File: config.mk
export PLATFORM = sky130hd
export DESIGN_NAME = ker_perf_monitor
export DESIGN_NICKNAME = d
export VERILOG_FILES = /design/src/rtl/ker_perf_monitor.sv
export SDC_FILE = /design/constraint.sdc
export NUM_CORES = 2
export LEC_CHECK = 0
export BUFFER_PORTS_ARGS = -buffer_cell sky130_fd_sc_hd__buf_2
export CORE_ASPECT_RATIO = 0.7
export CORE_MARGIN = 4
export CORE_UTILIZATION = 43
export CTS_CLUSTER_SIZE = 8
export DETAILED_ROUTE_END_ITERATION = 7
export PLACE_DENSITY = 0.69
export SLEW_MARGIN = 20
export SYNTH_ARGS = -nofsm -noshare
export SYNTH_HDL_FRONTEND = slang
export SYNTH_SLANG_ARGS = --single-unit
export TNS_END_PERCENT = 1
File: constraint.sdc
create_clock -name clk_out_PROG -period 3.4 [get_ports clk_out_PROG]
set_clock_uncertainty 0.1 [all_clocks]
set_input_delay 0 -clock clk_out_PROG [delete_from_list [all_inputs] [get_ports clk_out_PROG]]
set_output_delay 0 -clock clk_out_PROG [all_outputs]
set_load 0.005 [all_outputs]
File: src/rtl/ker_perf_monitor.sv
// ker_perf_monitor
//   Multi-channel kernel activity/latency monitor. Each channel runs a
//   free-running elapsed-cycle timer. A capture stores the kernel's reported
//   count and the elapsed time. The channel also tracks the maximum latency and
//   counts completion events. Timers and event counters saturate and raise a
//   sticky overflow flag instead of wrapping. Results are read one channel at a
//   time through a registered request/select port.
//
//   Ports
//     clk_out_PROG      kernel clock, rising edge
//     axi_reset_n       synchronous active-low reset
//     ker_count         per-channel count, ch i at [i*CNT_W +: CNT_W]
//     ker_count_ap_vld  per-channel 1-cycle valid strobe
//     clear_all         1-cycle pulse, clears all channel state
//     rd_req / rd_sel   read request and the channel it selects
//     rd_valid          1-cycle pulse; rd_* hold the requested channel
//     rd_err            with rd_valid: rd_sel out of range, data zero
//     rd_count, rd_elapsed, rd_max_elapsed, rd_events, rd_ovf  channel fields
//     any_ovf           registered OR of all channel overflow flags

// Per-channel state. The next-state values are exported so that a read issued
// on the same edge as a capture returns the freshly captured data.
module ker_perf_ch #(
    parameter int CNT_W = 32,
    parameter int EVT_W = 16
) (
    input  logic             clk_out_PROG,
    input  logic             axi_reset_n,
    input  logic             clear_all,
    input  logic             ap_vld,
    input  logic [CNT_W-1:0] ker_count,
    output logic [CNT_W-1:0] nxt_count,
    output logic [CNT_W-1:0] nxt_elapsed,
    output logic [CNT_W-1:0] nxt_max,
    output logic [EVT_W-1:0] nxt_events,
    output logic             nxt_ovf,
    output logic             ovf
);
    logic [CNT_W-1:0] timer, nxt_timer;
    logic [CNT_W-1:0] count_cap, elapsed_cap, max_el;
    logic [EVT_W-1:0] events;
    logic             ovf_q;

    always_comb begin
        nxt_timer   = timer;
        nxt_count   = count_cap;
        nxt_elapsed = elapsed_cap;
        nxt_max     = max_el;
        nxt_events  = events;
        nxt_ovf     = ovf_q;
        if (clear_all) begin
            nxt_timer   = '0;
            nxt_count   = '0;
            nxt_elapsed = '0;
            nxt_max     = '0;
            nxt_events  = '0;
            nxt_ovf     = 1'b0;
        end else if (ap_vld && ker_count == '0) begin
            // A zero count marks a kernel start. It restarts timing but keeps
            // the history (max, events).
            nxt_timer   = '0;
            nxt_count   = '0;
            nxt_elapsed = '0;
            nxt_ovf     = 1'b0;
        end else if (ap_vld) begin
            // The timer holds on the capture edge. It is not reset, so later
            // captures report cumulative cycles since the last start marker.
            nxt_count   = ker_count;
            nxt_elapsed = timer;
            if (timer > max_el)
                nxt_max = timer;
            if (events == {EVT_W{1'b1}})
                nxt_ovf = 1'b1;
            else
                nxt_events = events + EVT_W'(1);
        end else begin
            if (timer == {CNT_W{1'b1}})
                nxt_ovf = 1'b1;
            else
                nxt_timer = timer + CNT_W'(1);
        end
    end

    always_ff @(posedge clk_out_PROG) begin
        if (!axi_reset_n) begin
            timer       <= '0;
            count_cap   <= '0;
            elapsed_cap <= '0;
            max_el      <= '0;
            events      <= '0;
            ovf_q       <= 1'b0;
        end else begin
            timer       <= nxt_timer;
            count_cap   <= nxt_count;
            elapsed_cap <= nxt_elapsed;
            max_el      <= nxt_max;
            events      <= nxt_events;
            ovf_q       <= nxt_ovf;
        end
    end

    assign ovf = ovf_q;
endmodule

module ker_perf_monitor #(
    parameter int N_CH  = 4,
    parameter int CNT_W = 32,
    parameter int EVT_W = 16,
    parameter int SEL_W = 4
) (
    input  logic                  clk_out_PROG,
    input  logic                  axi_reset_n,
    input  logic [N_CH*CNT_W-1:0] ker_count,
    input  logic [N_CH-1:0]       ker_count_ap_vld,
    input  logic                  clear_all,
    input  logic                  rd_req,
    input  logic [SEL_W-1:0]      rd_sel,
    output logic                  rd_valid,
    output logic                  rd_err,
    output logic [CNT_W-1:0]      rd_count,
    output logic [CNT_W-1:0]      rd_elapsed,
    output logic [CNT_W-1:0]      rd_max_elapsed,
    output logic [EVT_W-1:0]      rd_events,
    output logic                  rd_ovf,
    output logic                  any_ovf
);
    logic [N_CH-1:0][CNT_W-1:0] nxt_count, nxt_elapsed, nxt_max;
    logic [N_CH-1:0][EVT_W-1:0] nxt_events;
    logic [N_CH-1:0]            nxt_ovf, ovf_v;

    for (genvar i = 0; i < N_CH; i++) begin : g_ch
        ker_perf_ch #(.CNT_W(CNT_W), .EVT_W(EVT_W)) u_ch (
            .clk_out_PROG (clk_out_PROG),
            .axi_reset_n  (axi_reset_n),
            .clear_all    (clear_all),
            .ap_vld       (ker_count_ap_vld[i]),
            .ker_count    (ker_count[i*CNT_W +: CNT_W]),
            .nxt_count    (nxt_count[i]),
            .nxt_elapsed  (nxt_elapsed[i]),
            .nxt_max      (nxt_max[i]),
            .nxt_events   (nxt_events[i]),
            .nxt_ovf      (nxt_ovf[i]),
            .ovf          (ovf_v[i])
        );
    end

    // Read mux. An out-of-range select matches no channel, so the data stays
    // zero and the missing hit becomes the error flag.
    logic             sel_hit;
    logic [CNT_W-1:0] sel_count, sel_elapsed, sel_max;
    logic [EVT_W-1:0] sel_events;
    logic             sel_ovf;

    always_comb begin
        sel_hit     = 1'b0;
        sel_count   = '0;
        sel_elapsed = '0;
        sel_max     = '0;
        sel_events  = '0;
        sel_ovf     = 1'b0;
        for (int i = 0; i < N_CH; i++) begin
            if (rd_sel == SEL_W'(i)) begin
                sel_hit     = 1'b1;
                sel_count   = nxt_count[i];
                sel_elapsed = nxt_elapsed[i];
                sel_max     = nxt_max[i];
                sel_events  = nxt_events[i];
                sel_ovf     = nxt_ovf[i];
            end
        end
    end

    always_ff @(posedge clk_out_PROG) begin
        if (!axi_reset_n) begin
            rd_valid       <= 1'b0;
            rd_err         <= 1'b0;
            rd_count       <= '0;
            rd_elapsed     <= '0;
            rd_max_elapsed <= '0;
            rd_events      <= '0;
            rd_ovf         <= 1'b0;
            any_ovf        <= 1'b0;
        end else begin
            rd_valid <= rd_req;
            any_ovf  <= |ovf_v;
            if (rd_req) begin
                rd_err         <= !sel_hit;
                rd_count       <= sel_count;
                rd_elapsed     <= sel_elapsed;
                rd_max_elapsed <= sel_max;
                rd_events      <= sel_events;
                rd_ovf         <= sel_ovf;
            end
        end
    end
endmodule

==> impl_results.md <==
* Max cap viols at 0
* Final-report setup violation count at 0
* Starting Density at 43.4%
* Share of cells above drive strength 1 at 15.2%
* Crit-path cells: inv_1, ha_1, nand4_1, or3_4, or3_4, a211oi_2, nor3_2, or2_2, buf_12, a311o_1, a2bb2oi_1
* Clk sinks at 696
* CP required at 3830 ps
* Drt via density at 5.93
* Gp weighted congestion at 0.949
* Syn_nets at 4,145
* Chip height at 241 um
* Worst r2r dst: rd_max_elapsed[7]
* Complex-gate fraction of the synthesized area at 14.0%
* Max VDD drop at 0.353 mV
* Measured slew at the worst slew-check pin at 1020 ps
* Layout net count at 4,703
* TritonCTS Buffers at 96
* Vias in the first global route at 30,605
* Pwr Density at 439 nW/um^2
* Post-synthesis sequential area ratio at 41.9%
* Share of the synthesized area in the top cell type at 41.9%
* Post-layout minimum cycle time at 3310 ps
* Drt total wl at 126,000 um
* Pre-Repair DR Iteration Count at 7
* Clk buf depth at 3
* Layout Cells excl Fill at 5,481
* Largest net degree at the start of global routing at 76
* Static Leak at 0.0169 uW
* Setup_tns at 0 ps
* Cell area after synthesis at 33,300 um^2
* Setup crit end: rd_max_elapsed[7]
* CP Launch Point: g_ch[2].u_ch.max_el[25]
* Syn avg cell area at 8.60 um^2
* Placement row count at 85
* Max transition margin at 31.9%
* Unrepaired setup endpoints after global routing: no
* FF-to-FF Start: g_ch[2].u_ch.max_el[25]
* Congestion Overflow GR at 0
* Port bufs at 255
* Hold WC Path Type: in -> reg
* CTS root buf: clkbuf_16
* DP Cell Count at 5,139
* Clock transition at path regs at 50 ps
* Count of flip-flops with a built-in enable after synthesis at 0
* Core Footprint at 76,800 um^2
* Pre-CTS setup slack at 96.3 ps
* CP most frequent cell: or3_4
* Area growth from synthesis to layout at 26.0%
* Critical path type: reg -> reg
* Count of pins over their slew limit at 0
* Clk Latency, worst-skew pair at 660 ps
* Yosys reg bits at 696
* Setup WS post-layout at 86.8 ps
* CP max FO at 48
* Final hold violation count at 0
* Register Area at 13,900 um^2
* Critical Path Max Stage Delay at 430 ps
* Top_reg_cell synth: dfxtp_1
* CTS tree: done
* Xor and xnor area share after synthesis at 4.03%
* Tcrit/Tclk final at 97.4%
* Area occupied by multi-input gates at 17,900 um^2
* Vias at 32,481
* Crit-path slowest cell: or3_4
* Antenna violations before repair at 7
* Fillcell total at 6,729
* Finished Core Util at 54.6%
* Drt drc at 0
* Worst EP arrival at 3740 ps
* Final HPWL DP at 84,900 um
* Synth warn at 0
* Crit path buffers/inverters at 2
* FMAX at 302 MHz
* Die width at 341 um
* R2R depth at 11
* Simple-Gate Fraction of Synth Area at 18.6%
* Ports at 256
* Global-route wire length before repair at 189,000 um
* Crit path launch type: register
* Post-Syn Instances at 3,869
* Largest delay share family, worst path: simple AND/OR/NAND/NOR gates
* Avg WL per Cell at 23.0 um
* Portion of netlist area occupied by mux cells at 11.5%
* R2r setup slk at 90 ps
* Main combinational cell family by area after synthesis: simple AND/OR/NAND/NOR gates
* GRT Total Usage at 29.7%
* Largest cells by area after synthesis: dfxtp_1, mux2i_1, nor2_1, ha_1, a21oi_1
* Status: completed
* Hold path startpoint: ker_count[104]
* Die area at 82,000 um^2
* Adder-Cell Fraction of Synth Area at 5.11%
* Yosys top cell by area: dfxtp_1
* Synth cell types at 82
* Worst Setup End Kind: register
* Async set or reset register ratio after synthesis at 0%
* CTS HTree Levels at 3
* WP depth at 11
* Routed Antenna Nets at 0
* Starting DRT DRC Count at 3,987
==> logic make-up after synthesis <==
| family | count (synthesis) |
|---|---|
| xor gates and xnor gates | 153 |
| adders and majority gates | 136 |
| muxes | 382 |
| DFF | 696 |
| and+or+nand+nor | 1356 |
| AOI/OAI and AO/OA | 731 |
| buffers and inverters | 415 |
==> power by group <==
group	internal [uW]	total, uW	switching [uW]
sequential	8290	8360	66.3
clock	5000	8540	3540
combinational	616	1500	882
==> cell usage in the layout (no fill, tap or decap), types with 16 or more instances in the layout <==
cell             n
a211oi_1        45
a21o_1          18
a21oi_1        202
a2bb2oi_1       16
a31oi_1         56
and3_1          24
and4_1          25
buf_12          25
buf_2          249
buf_4          214
clkbuf_16       97
dfxtp_1        696
dlygate4sd3_1  234
ha_1           136
inv_1          151
mux2i_1        377
nand2_1        209
nand3_1         85
nand4_1         61
nor2_1         672
nor3_1         109
nor4_1          51
o211a_1         16
o21ai_0        145
o221a_2         28
o221ai_1        16
o22ai_1        125
or3_1           24
xnor2_1         54
xor2_1          99
==> tightest hold or removal path, cell delays in order <==
cell and delay, ps:
dlygate4sd3_1 520, buf_2 110, mux2i_1 90, nor2_1 80
==> worst min path at each step <==
stage / end / depth (start not counted)
after floorplan: g_ch[2].u_ch.count_cap[24] / 2
after global placement: g_ch[2].u_ch.count_cap[17] / 3
after detailed placement: g_ch[2].u_ch.count_cap[14] / 3
after CTS: g_ch[3].u_ch.count_cap[8] / 4
after global routing: g_ch[3].u_ch.count_cap[6] / 4
final: g_ch[3].u_ch.count_cap[8] / 4
==> cell type report <==
cell class              instances  area share (%)
diodes                          6          0.0358
clock buffers                  97            5.79
inverters                     152            1.36
repair buffers                723            13.6
multi-input cells            2758            42.7
well taps                    1044            3.12
flip-flops and latches        696            33.2
clock inverters                 5           0.206
==> what timing repair did <==
| action | CTS | global route |
|---|---|---|
| buffers inserted | 0 | 0 |
| gates resized for setup | 0 | 7 |
| hold buffers | 234 | 0 |
| setup endpoints to repair | 0 | 23 |
| hold endpoints to repair | 293 | 0 |
==> through the flow <==
step / hold WS (ps) / power [uW] / instance area (um^2)
floorplan: 61.8 / 9160 / 33300
global placement: 176 / 9680 / 37000
detailed placement: 190 / 9690 / 37000
CTS: 58.9 / 18400 / 41900
global route: 121 / 18900 / 41900
finish: 112 / 18400 / 41900
==> routing by layer <==
layer / track usage, % / up-vias / routed length [um] / part of all wire, %
li1: - / 14762 / - / -
met1: 41.4 / 15375 / 54500 / 43
met2: 43.1 / 1912 / 51800 / 41
met3: 8.32 / 426 / 13600 / 11
met4: 13.1 / 6 / 6120 / 4.9
met5: 0 / - / 43 / 0.034
==> registers in the layout (all words and copies together), names as in the netlist <==
signal                 count
g_ch.u_ch.count_cap      128
g_ch.u_ch.elapsed_cap    128
g_ch.u_ch.max_el         128
g_ch.u_ch.timer          128
g_ch.u_ch.events          64
rd_count                  32
rd_elapsed                32
rd_max_elapsed            32
rd_events                 16
g_ch.u_ch.ovf              4
any_ovf                    1
rd_err                     1
rd_ovf                     1
rd_valid                   1
==> cell usage after synthesis, drive strengths merged, types with 17 or more instances <==
| cell | number |
|---|---|
| a31oi | 58 |
| o221a | 28 |
| nor3 | 114 |
| xor2 | 99 |
| buf | 65 |
| ha | 136 |
| or3 | 27 |
| a21o | 18 |
| nand3 | 85 |
| xnor2 | 54 |
| and4 | 27 |
| clkbuf | 198 |
| nor2 | 678 |
| o21ai | 147 |
| a211oi | 47 |
| nand4 | 62 |
| dfxtp | 696 |
| nand2b | 17 |
| inv | 151 |
| mux2i | 377 |
| a21oi | 202 |
| and3 | 24 |
| o22ai | 125 |
| nand2 | 213 |
| nor4 | 52 |
Power figures use the tool's default switching activity.
